[src/rtl/step_clock_controller_pkg.sv]
// Shared board-level constants for the step clock controller and the HEX display logic.
// Derived defaults assume the 50 MHz board clock.
package step_clock_controller_pkg;

  localparam int CLK_HZ      = 50_000_000;
  localparam int DEBOUNCE_MS = 10;
  localparam int RUN_HZ      = 1;

  localparam int DEF_DEBOUNCE_CYCLES = (CLK_HZ / 1000) * DEBOUNCE_MS;
  localparam int DEF_RUN_PERIOD      = CLK_HZ / RUN_HZ;
  localparam int DEF_COUNT_WIDTH     = 16;

  // Bits needed for a counter that runs 0..max_value-1 (never narrower than 1).
  function automatic int count_bits(input int max_value);
    return (max_value < 2) ? 1 : $clog2(max_value);
  endfunction

endpackage

[src/rtl/debounce_filter.sv]
// Two-flop synchronizer plus stable-time filter for an active-low pushbutton.
// pressed flips only after DEBOUNCE_CYCLES consecutive cycles of disagreement.
module debounce_filter
  import step_clock_controller_pkg::*;
#(
  parameter int DEBOUNCE_CYCLES = DEF_DEBOUNCE_CYCLES
) (
  input  logic clock,
  input  logic reset_n,
  input  logic raw_n,
  output logic pressed
);

  localparam int CW = count_bits(DEBOUNCE_CYCLES);
  localparam logic [CW-1:0] LAST = CW'(DEBOUNCE_CYCLES - 1);

  logic          r_sync1;
  logic          r_sync2;
  logic          r_pressed;
  logic [CW-1:0] r_count;
  logic          w_differs;

  assign w_differs = (~r_sync2) != r_pressed;

  always_ff @(posedge clock or negedge reset_n) begin
    if (!reset_n) begin
      r_sync1   <= 1'b1;
      r_sync2   <= 1'b1;
      r_pressed <= 1'b0;
      r_count   <= '0;
    end else begin
      r_sync1 <= raw_n;
      r_sync2 <= r_sync1;
      // Any cycle of agreement restarts the stable-time count.
      if (!w_differs) begin
        r_count <= '0;
      end else if (r_count == LAST) begin
        r_pressed <= ~r_pressed;
        r_count   <= '0;
      end else begin
        r_count <= r_count + CW'(1);
      end
    end
  end

  assign pressed = r_pressed;

endmodule

[src/rtl/step_clock_controller.sv]
// Single-domain clock-enable generator: debounced manual single-step or divided free-run,
// plus the strobe counter and the register reset held while the count is zero.
module step_clock_controller
  import step_clock_controller_pkg::*;
#(
  parameter int DEBOUNCE_CYCLES = DEF_DEBOUNCE_CYCLES,
  parameter int RUN_PERIOD      = DEF_RUN_PERIOD,
  parameter int COUNT_WIDTH     = DEF_COUNT_WIDTH
) (
  input  logic                   clock,
  input  logic                   reset_n,
  input  logic                   step_button_n,
  input  logic                   run_mode,
  output logic                   step_en,
  output logic [COUNT_WIDTH-1:0] cycle_count,
  output logic                   cpu_reset,
  output logic                   run_active,
  output logic                   button_pressed
);

  localparam int DW = count_bits(RUN_PERIOD);
  localparam logic [DW-1:0] DIV_LAST = DW'(RUN_PERIOD - 1);

  logic                   w_pressed;
  logic                   r_mode_sync1;
  logic                   r_mode_sync2;
  logic                   r_pressed_prev;
  logic                   r_manual_strobe;
  logic [DW-1:0]          r_divider;
  logic [COUNT_WIDTH-1:0] r_cycle_count;
  logic                   r_cpu_reset;
  logic                   w_run_strobe;
  logic                   w_step_en;
  logic [COUNT_WIDTH-1:0] w_next_count;

  debounce_filter #(
    .DEBOUNCE_CYCLES(DEBOUNCE_CYCLES)
  ) u_debounce (
    .clock   (clock),
    .reset_n (reset_n),
    .raw_n   (step_button_n),
    .pressed (w_pressed)
  );

  // The divider sits at 0 outside run mode, so the two strobe sources never overlap.
  assign w_run_strobe = r_mode_sync2 && (r_divider == DIV_LAST);
  assign w_step_en    = w_run_strobe | r_manual_strobe;
  assign w_next_count = r_cycle_count + COUNT_WIDTH'(w_step_en);

  always_ff @(posedge clock or negedge reset_n) begin
    if (!reset_n) begin
      r_mode_sync1    <= 1'b0;
      r_mode_sync2    <= 1'b0;
      r_pressed_prev  <= 1'b0;
      r_manual_strobe <= 1'b0;
      r_divider       <= '0;
      r_cycle_count   <= '0;
      r_cpu_reset     <= 1'b1;
    end else begin
      r_mode_sync1    <= run_mode;
      r_mode_sync2    <= r_mode_sync1;
      // The edge is consumed even in run mode, so a press during run is never replayed.
      r_pressed_prev  <= w_pressed;
      r_manual_strobe <= w_pressed & ~r_pressed_prev & ~r_mode_sync2;
      if (!r_mode_sync2 || r_divider == DIV_LAST) begin
        r_divider <= '0;
      end else begin
        r_divider <= r_divider + DW'(1);
      end
      r_cycle_count <= w_next_count;
      r_cpu_reset   <= (w_next_count == '0);
    end
  end

  assign step_en        = w_step_en;
  assign cycle_count    = r_cycle_count;
  assign cpu_reset      = r_cpu_reset;
  assign run_active     = r_mode_sync2;
  assign button_pressed = w_pressed;

endmodule

[config.mk]
export PLATFORM = sky130hd
export DESIGN_NAME = step_clock_controller
export DESIGN_NICKNAME = d
export VERILOG_FILES = /design/src/rtl/step_clock_controller_pkg.sv /design/src/rtl/debounce_filter.sv /design/src/rtl/step_clock_controller.sv
export SDC_FILE = /design/constraint.sdc
export NUM_CORES = 1
export LEC_CHECK = 0
export ABC_AREA = 0
export CELL_PAD_IN_SITES_DETAIL_PLACEMENT = 1
export CELL_PAD_IN_SITES_GLOBAL_PLACEMENT = 2
export CORE_ASPECT_RATIO = 1.5
export CORE_MARGIN = 2
export CORE_UTILIZATION = 38
export CTS_CLUSTER_SIZE = 40
export DETAILED_ROUTE_END_ITERATION = 10
export GPL_TIMING_DRIVEN = 0
export PLACE_DENSITY_LB_ADDON = 0.1
export SLEW_MARGIN = 20
export SYNTH_ARGS = -nofsm -noshare
export SYNTH_HDL_FRONTEND = slang
export SYNTH_HIERARCHICAL = 1
export SYNTH_SLANG_ARGS = --single-unit
[constraint.sdc]
create_clock -name clock -period 3.9 [get_ports clock]
set_input_delay 0.78 -clock clock [delete_from_list [all_inputs] [get_ports clock]]
set_output_delay 0.78 -clock clock [all_outputs]
set_load 0.01 [all_outputs]
==> impl_metrics.json, run 1 <==
{
  "power_leakage_nw": 1.75,
  "worst_pin_slew_ps": 754,
  "grt_max_degree": 56,
  "post-route-min-period_ps": 3420,
  "whs_ps": 313,
  "max-cap-violations": 0,
  "hold_path_class": "primary input to asynchronous set/reset pin",
  "ys_types": 42,
  "drt_iter0_drc": 61,
  "final_cell_mix": "dfrtp_1, nor2_1, xnor2_1",
  "drive_gt1_share_pct": 12.4,
  "io_buffers": 23,
  "grt-ovfl-total": 0,
  "cp-start-kind": "flip-flop",
  "synth_nets": 335,
  "first_global_vias": 2673,
  "r2r.worst_path.cells": 13,
  "r2r_slack_ps": 480,
  "rr_startpoint": "r_divider[16]$_DFF_PN0_",
  "postPlaceCellArea_mm2": 0.00380,
  "n_antenna_cell": 0,
  "antenna_found_initial": 0,
  "max_freq_mhz": 292,
  "clk_pin_slew_ps": 60,
  "numCtsBuffers": 9,
  "use_met1_pct": 21.4,
  "die_h_um": 120,
  "cellPowerDensity_mw_per_mm2": 385,
  "drc": 0,
  "maxSlewHeadroom_pct": 49.3,
  "first_pass_iters": 4,
  "met2_usage_pct": 29.6,
  "cts_tree": "done",
  "dieArea_mm2": 0.00975,
  "clock_path_buffers": 2,
  "insertion_delay_ps": 320,
  "syn2layout_area_growth_pct": 21.3,
  "placementRows": 42,
  "die_w_um": 81.3,
  "gp_congestion": 0.723,
  "start_util_pct": 38.8,
  "h-tree-depth": 3,
  "ys_seq_area_share_pct": 50.8,
  "wl_um": 7630,
  "clkSinkCount": 69,
  "layout_commonest_cell": "dfrtp_1",
  "status": "finished, final reports clean",
  "clockRootBuffer": "clkbuf_16",
  "grt_busiest_layer": "met2",
  "avgSynthCellArea_um2": 10.4,
  "final_area_mm2": 0.00413,
  "ys_seq_elements": 69,
  "rsz0062_at_grt": "false",
  "core_area_mm2": 0.00878,
  "clock_skew_ps": 5.69,
  "period_share_pct": 87.8,
  "yosys_warnings": 6,
  "cp-startpoint": "r_divider[16]$_DFF_PN0_",
  "finalSetupViolCount": 0,
  "end_kind": "flip-flop",
  "via_per_inst": 5.23,
  "worstReg2RegEnd": "cpu_reset$_DFF_PN1_",
  "syn-cell-area_mm2": 0.00340,
  "layout.nets": 373,
  "place_hpwl_um": 5320,
  "grt_usage_pct": 17.4,
  "required_ps": 4130,
  "wl_per_cell_um": 15.9,
  "cp.arrival_ps": 3660,
  "ir_drop_mv": 0.214,
  "slew_violations": 0,
  "worstPathMaxFanout": 8,
  "grt_pass1_wl_um": 13200,
  "worst-setup-path-type": "flip-flop to flip-flop",
  "fin_setup_tns_ps": 0,
  "netlist_instances": 327,
  "io_pins": 24,
  "hold_viol": 0,
  "num_vias": 2509,
  "gr-usage-met3_pct": 3.91,
  "ant_nets": 0
}
[worst max path at each step]
stage | cells past startpoint | to
floorplan | 12 | cpu_reset$_DFF_PN1_
global placement | 1 | u_debounce/r_count[0]$_DFF_PN0_
detailed placement | 12 | cpu_reset$_DFF_PN1_
CTS | 12 | cpu_reset$_DFF_PN1_
global route | 13 | cpu_reset$_DFF_PN1_
finish | 13 | cpu_reset$_DFF_PN1_
[layout make-up]
cell class / instances / area, µm²
buffer: 10 / 50.0
clock buffer: 15 / 268
clock inverter: 1 / 30.0
fill: 971 / 4650
inverter: 9 / 33.8
multi-input combinational: 239 / 1600
sequential: 69 / 1730
tap: 110 / 138
timing repair buffer: 27 / 278
[metal layers]
metal  share of wire, %  vias up
li1                   -     1208
met1                 45     1271
met2                 52       21
met3                2.3        9
met4                1.4        0
met5                  0        -
[where the power goes]
group / internal, mW / switching, mW / leakage [nW]
Combinational: 0.0138 / 0.0291 / 0.658
Clock: 0.531 / 0.284 / 0.144
Sequential: 0.725 / 0.00857 / 0.944
Total: 1.27 / 0.322 / 1.75
[flip-flops by register name, indices dropped and copies added, names as in the netlist]
register / count
r_divider: 26
u_debounce/r_count: 19
cycle_count: 16
cpu_reset: 1
r_manual_strobe: 1
r_mode_sync1: 1
r_pressed_prev: 1
run_active: 1
u_debounce/pressed: 1
u_debounce/r_sync1: 1
u_debounce/r_sync2: 1
[what timing repair did]
item,4_1_cts,5_1_grt
gates resized for setup,0,2
hold buffers,0,0
endpoints found under the setup margin,0,1
setup buffers,0,3
[critical path, stage by stage, from the launching register on]
cell      delay (ps)
dfrtp_1          350
clkbuf_1         200
nor4b_1          320
nand3_1          110
nor4_1           310
a21o_1           210
ha_1             220
ha_1             280
nand4_1          240
buf_4            230
nor2_1           110
xor2_1           110
or4_1            500
nor4_2           150
[cell usage after synthesis (all sizes together)]
cell type / count / share of area [%]
dfrtp: 66 / 49
nor2: 59 / 6.5
xnor2: 35 / 9.0
nand3: 22 / 3.6
xor2: 21 / 5.4
nand2: 18 / 2.0
nand4: 17 / 4.1
nor4: 14 / 4.2
nor3: 13 / 2.2
inv: 9 / 0.99
buf: 7 / 1.1
and3: 4 / 0.73
and4: 4 / 1.0
ha: 4 / 1.5
a31oi: 3 / 0.55
and2: 3 / 0.55
clkbuf: 3 / 0.37
dfstp: 3 / 2.3
nor3b: 3 / 0.66
nor4b: 3 / 0.96
o21ai: 3 / 0.55
mux2i: 2 / 0.59
or4: 2 / 0.44
a2111o: 1 / 0.33
a211oi: 1 / 0.22
a21o: 1 / 0.22
a21oi: 1 / 0.15
a31o: 1 / 0.26
and4b: 1 / 0.29
nand2b: 1 / 0.18
nor4bb: 1 / 0.29
o31ai: 1 / 0.22
[metrics by stage]
step	util, %	setup WS [ps]	std cells	total power [mW]
2_1_floorplan	-	785	327	0.761
3_3_place_gp	43.0	-448	460	0.787
3_5_place_dp	43.3	202	461	0.790
4_1_cts	46.7	183	477	1.62
5_1_grt	47.0	127	480	1.66
6_report	47.0	477	480	1.59
[cell families after synthesis]
group,after synthesis,synth area share (%)
buf+inv,19,2.46
mux,2,0.588
xor+xnor,56,14.4
simple gates,165,27.7
fa+ha+maj,4,1.47
compound gates,12,2.50
flops,69,50.8
No activity file was read; power rests on OpenSTA's default activity.
==> inputs of run 2 (changes only) <==
==> constraint.sdc (replaced) <==
create_clock -name clock -period 3.6 [get_ports clock]
set_input_delay 0.72 -clock clock [delete_from_list [all_inputs] [get_ports clock]]
set_output_delay 0.72 -clock clock [all_outputs]
set_load 0.01 [all_outputs]
==> impl_metrics.json, run 2 (synthesized netlist as in run 1, its figures left out) <==
{
  "finalSetupViolCount": 0,
  "cellPowerDensity_mw_per_mm2": 416,
  "grt_usage_pct": 17.5,
  "worstPathMaxFanout": 5,
  "worst-setup-path-type": "flip-flop to flip-flop",
  "start_util_pct": 38.8,
  "core_area_mm2": 0.00878,
  "largest-register": "r_divider",
  "clkPwrFrac_pct": 51.2,
  "dpl_worst_slack_ps": -98.2,
  "drc": 0,
  "dieArea_mm2": 0.00975,
  "worst_pin_slew_ps": 753,
  "maxSlewHeadroom_pct": 49.4,
  "cts_tree": "done",
  "setup_slack_ps": 358,
  "ir_drop_mv": 0.232,
  "first_pass_iters": 4,
  "cp-start-kind": "flip-flop",
  "layout_commonest_cell": "dfrtp_1",
  "clock_skew_ps": 5.70,
  "required_ps": 3830,
  "num_vias": 2515,
  "dpl.cell_count": 461,
  "antenna_found_initial": 0,
  "clkSinkCount": 69,
  "place_hpwl_um": 5320,
  "gp_congestion": 0.723,
  "io_buffers": 23,
  "layout.nets": 373,
  "insertion_delay_ps": 320,
  "clockRootBuffer": "clkbuf_16",
  "numCtsBuffers": 9,
  "finalNonFillerCells": 480,
  "max-cap-violations": 0,
  "die_h_um": 120,
  "r2r.worst_path.cells": 12,
  "period_share_pct": 90.1,
  "die_w_um": 81.3,
  "end_kind": "flip-flop",
  "h-tree-depth": 3,
  "grt_pass1_wl_um": 13200,
  "power_leakage_nw": 1.75,
  "hold_viol": 0,
  "placementRows": 42,
  "slew_violations": 0,
  "hold_path_class": "primary input to asynchronous set/reset pin",
  "drive_gt1_share_pct": 13.0,
  "cp.arrival_ps": 3480,
  "clk_pin_slew_ps": 60,
  "grt_max_degree": 56,
  "wl_per_cell_um": 15.9,
  "drt_iter0_drc": 54,
  "nFillCells": 971,
  "p_int_mw": 1.38,
  "p_sw_uw": 348,
  "wl_um": 7630,
  "first_global_vias": 2668,
  "ant_nets": 0,
  "fin_setup_tns_ps": 0,
  "ctsHoldBuffers": 0,
  "io_pins": 24,
  "rsz0062_at_grt": "false",
  "status": "finished, final reports clean",
  "n_antenna_cell": 0,
  "syn2layout_area_growth_pct": 21.6,
  "seqPwrFrac_pct": 46.1,
  "clock_path_buffers": 2,
  "grt-ovfl-total": 0,
  "p_comb_share_pct": 2.7,
  "final_cell_mix": "dfrtp_1, nor2_1, xnor2_1",
  "via_per_inst": 5.24,
  "switching_share_pct": 20.2,
  "post-route-min-period_ps": 3240,
  "max_freq_mhz": 308,
  "largest_reg_flops": 26
}
## run 2: cell counts in the layout (fill, tap and decap cells not counted)
No cell type changed its count.
## run 2: path summary, 6_finish.rpt
check                      slack (ps)                           end                         start
max                               360           cpu_reset$_DFF_PN1_        r_divider[0]$_DFF_PN0_
min                               250        r_divider[4]$_DFF_PN0_                       reset_n
max reg2reg                       360           cpu_reset$_DFF_PN1_        r_divider[0]$_DFF_PN0_
min reg2reg                       350  u_debounce/r_sync2$_DFF_PN1_  u_debounce/r_sync1$_DFF_PN1_
max in group asynchronous        2750  u_debounce/r_sync1$_DFF_PN1_                       reset_n
min in group clock                350  u_debounce/r_sync2$_DFF_PN1_  u_debounce/r_sync1$_DFF_PN1_
## run 2: layout make-up
type                       instances  area [µm²]  area share [%]
buffer                            10        50.0            1.21
clock buffer                      15         268            6.47
clock inverter                     1        30.0           0.725
inverter                           9        33.8           0.816
multi-input combinational        239        1610            39.0
sequential                        69        1730            41.8
tap                              110         138            3.32
timing repair buffer              27         278            6.71
## run 2: per-stage QoR
stage | hold WS (ps) | utilization, % | power, mW | instance area [µm²]
detailed placement | 336 | 43.3 | 0.856 | 3800
global placement | 334 | 43.0 | 0.852 | 3770
CTS | 252 | 47.0 | 1.75 | 4130
global route | 252 | 47.2 | 1.79 | 4140
finish | 254 | 47.2 | 1.72 | 4140
floorplan | 331 | - | 0.824 | 3400
## run 2: layer usage
layer	global-route usage, %	wire (µm)	up-vias
met3	3.91	182	9
met2	29.6	3950	21
met4	5.83	106	0
li1	-	-	1207
met5	0	0	-
met1	21.6	3390	1278
## run 2: critical path, stage by stage (launching register included)
cell and delay, ps:
dfrtp_1 410, ha_1 290, nand2_1 160, nor4_2 340, a21o_1 190, ha_1 220
ha_1 280, nand4_1 110, buf_4 180, nor3_2 180, xor2_1 120, or4_1 530
nor4_2 140
## run 2: timing repair
item                       4_1_cts  5_1_grt
resized for setup                2        2
gates cloned                     0        0
pin swaps                        1        0
buffers inserted                 3        0
setup endpoints to repair        1        1
## run 2: power by group through the flow
stage	Combinational, mW	Sequential [mW]	Clock [mW]
floorplan	0.0181	0.806	0
global placement	0.0448	0.807	0
detailed placement	0.0489	0.807	0
CTS	0.0492	0.794	0.908
global route	0.0540	0.795	0.945
finish	0.0464	0.794	0.883
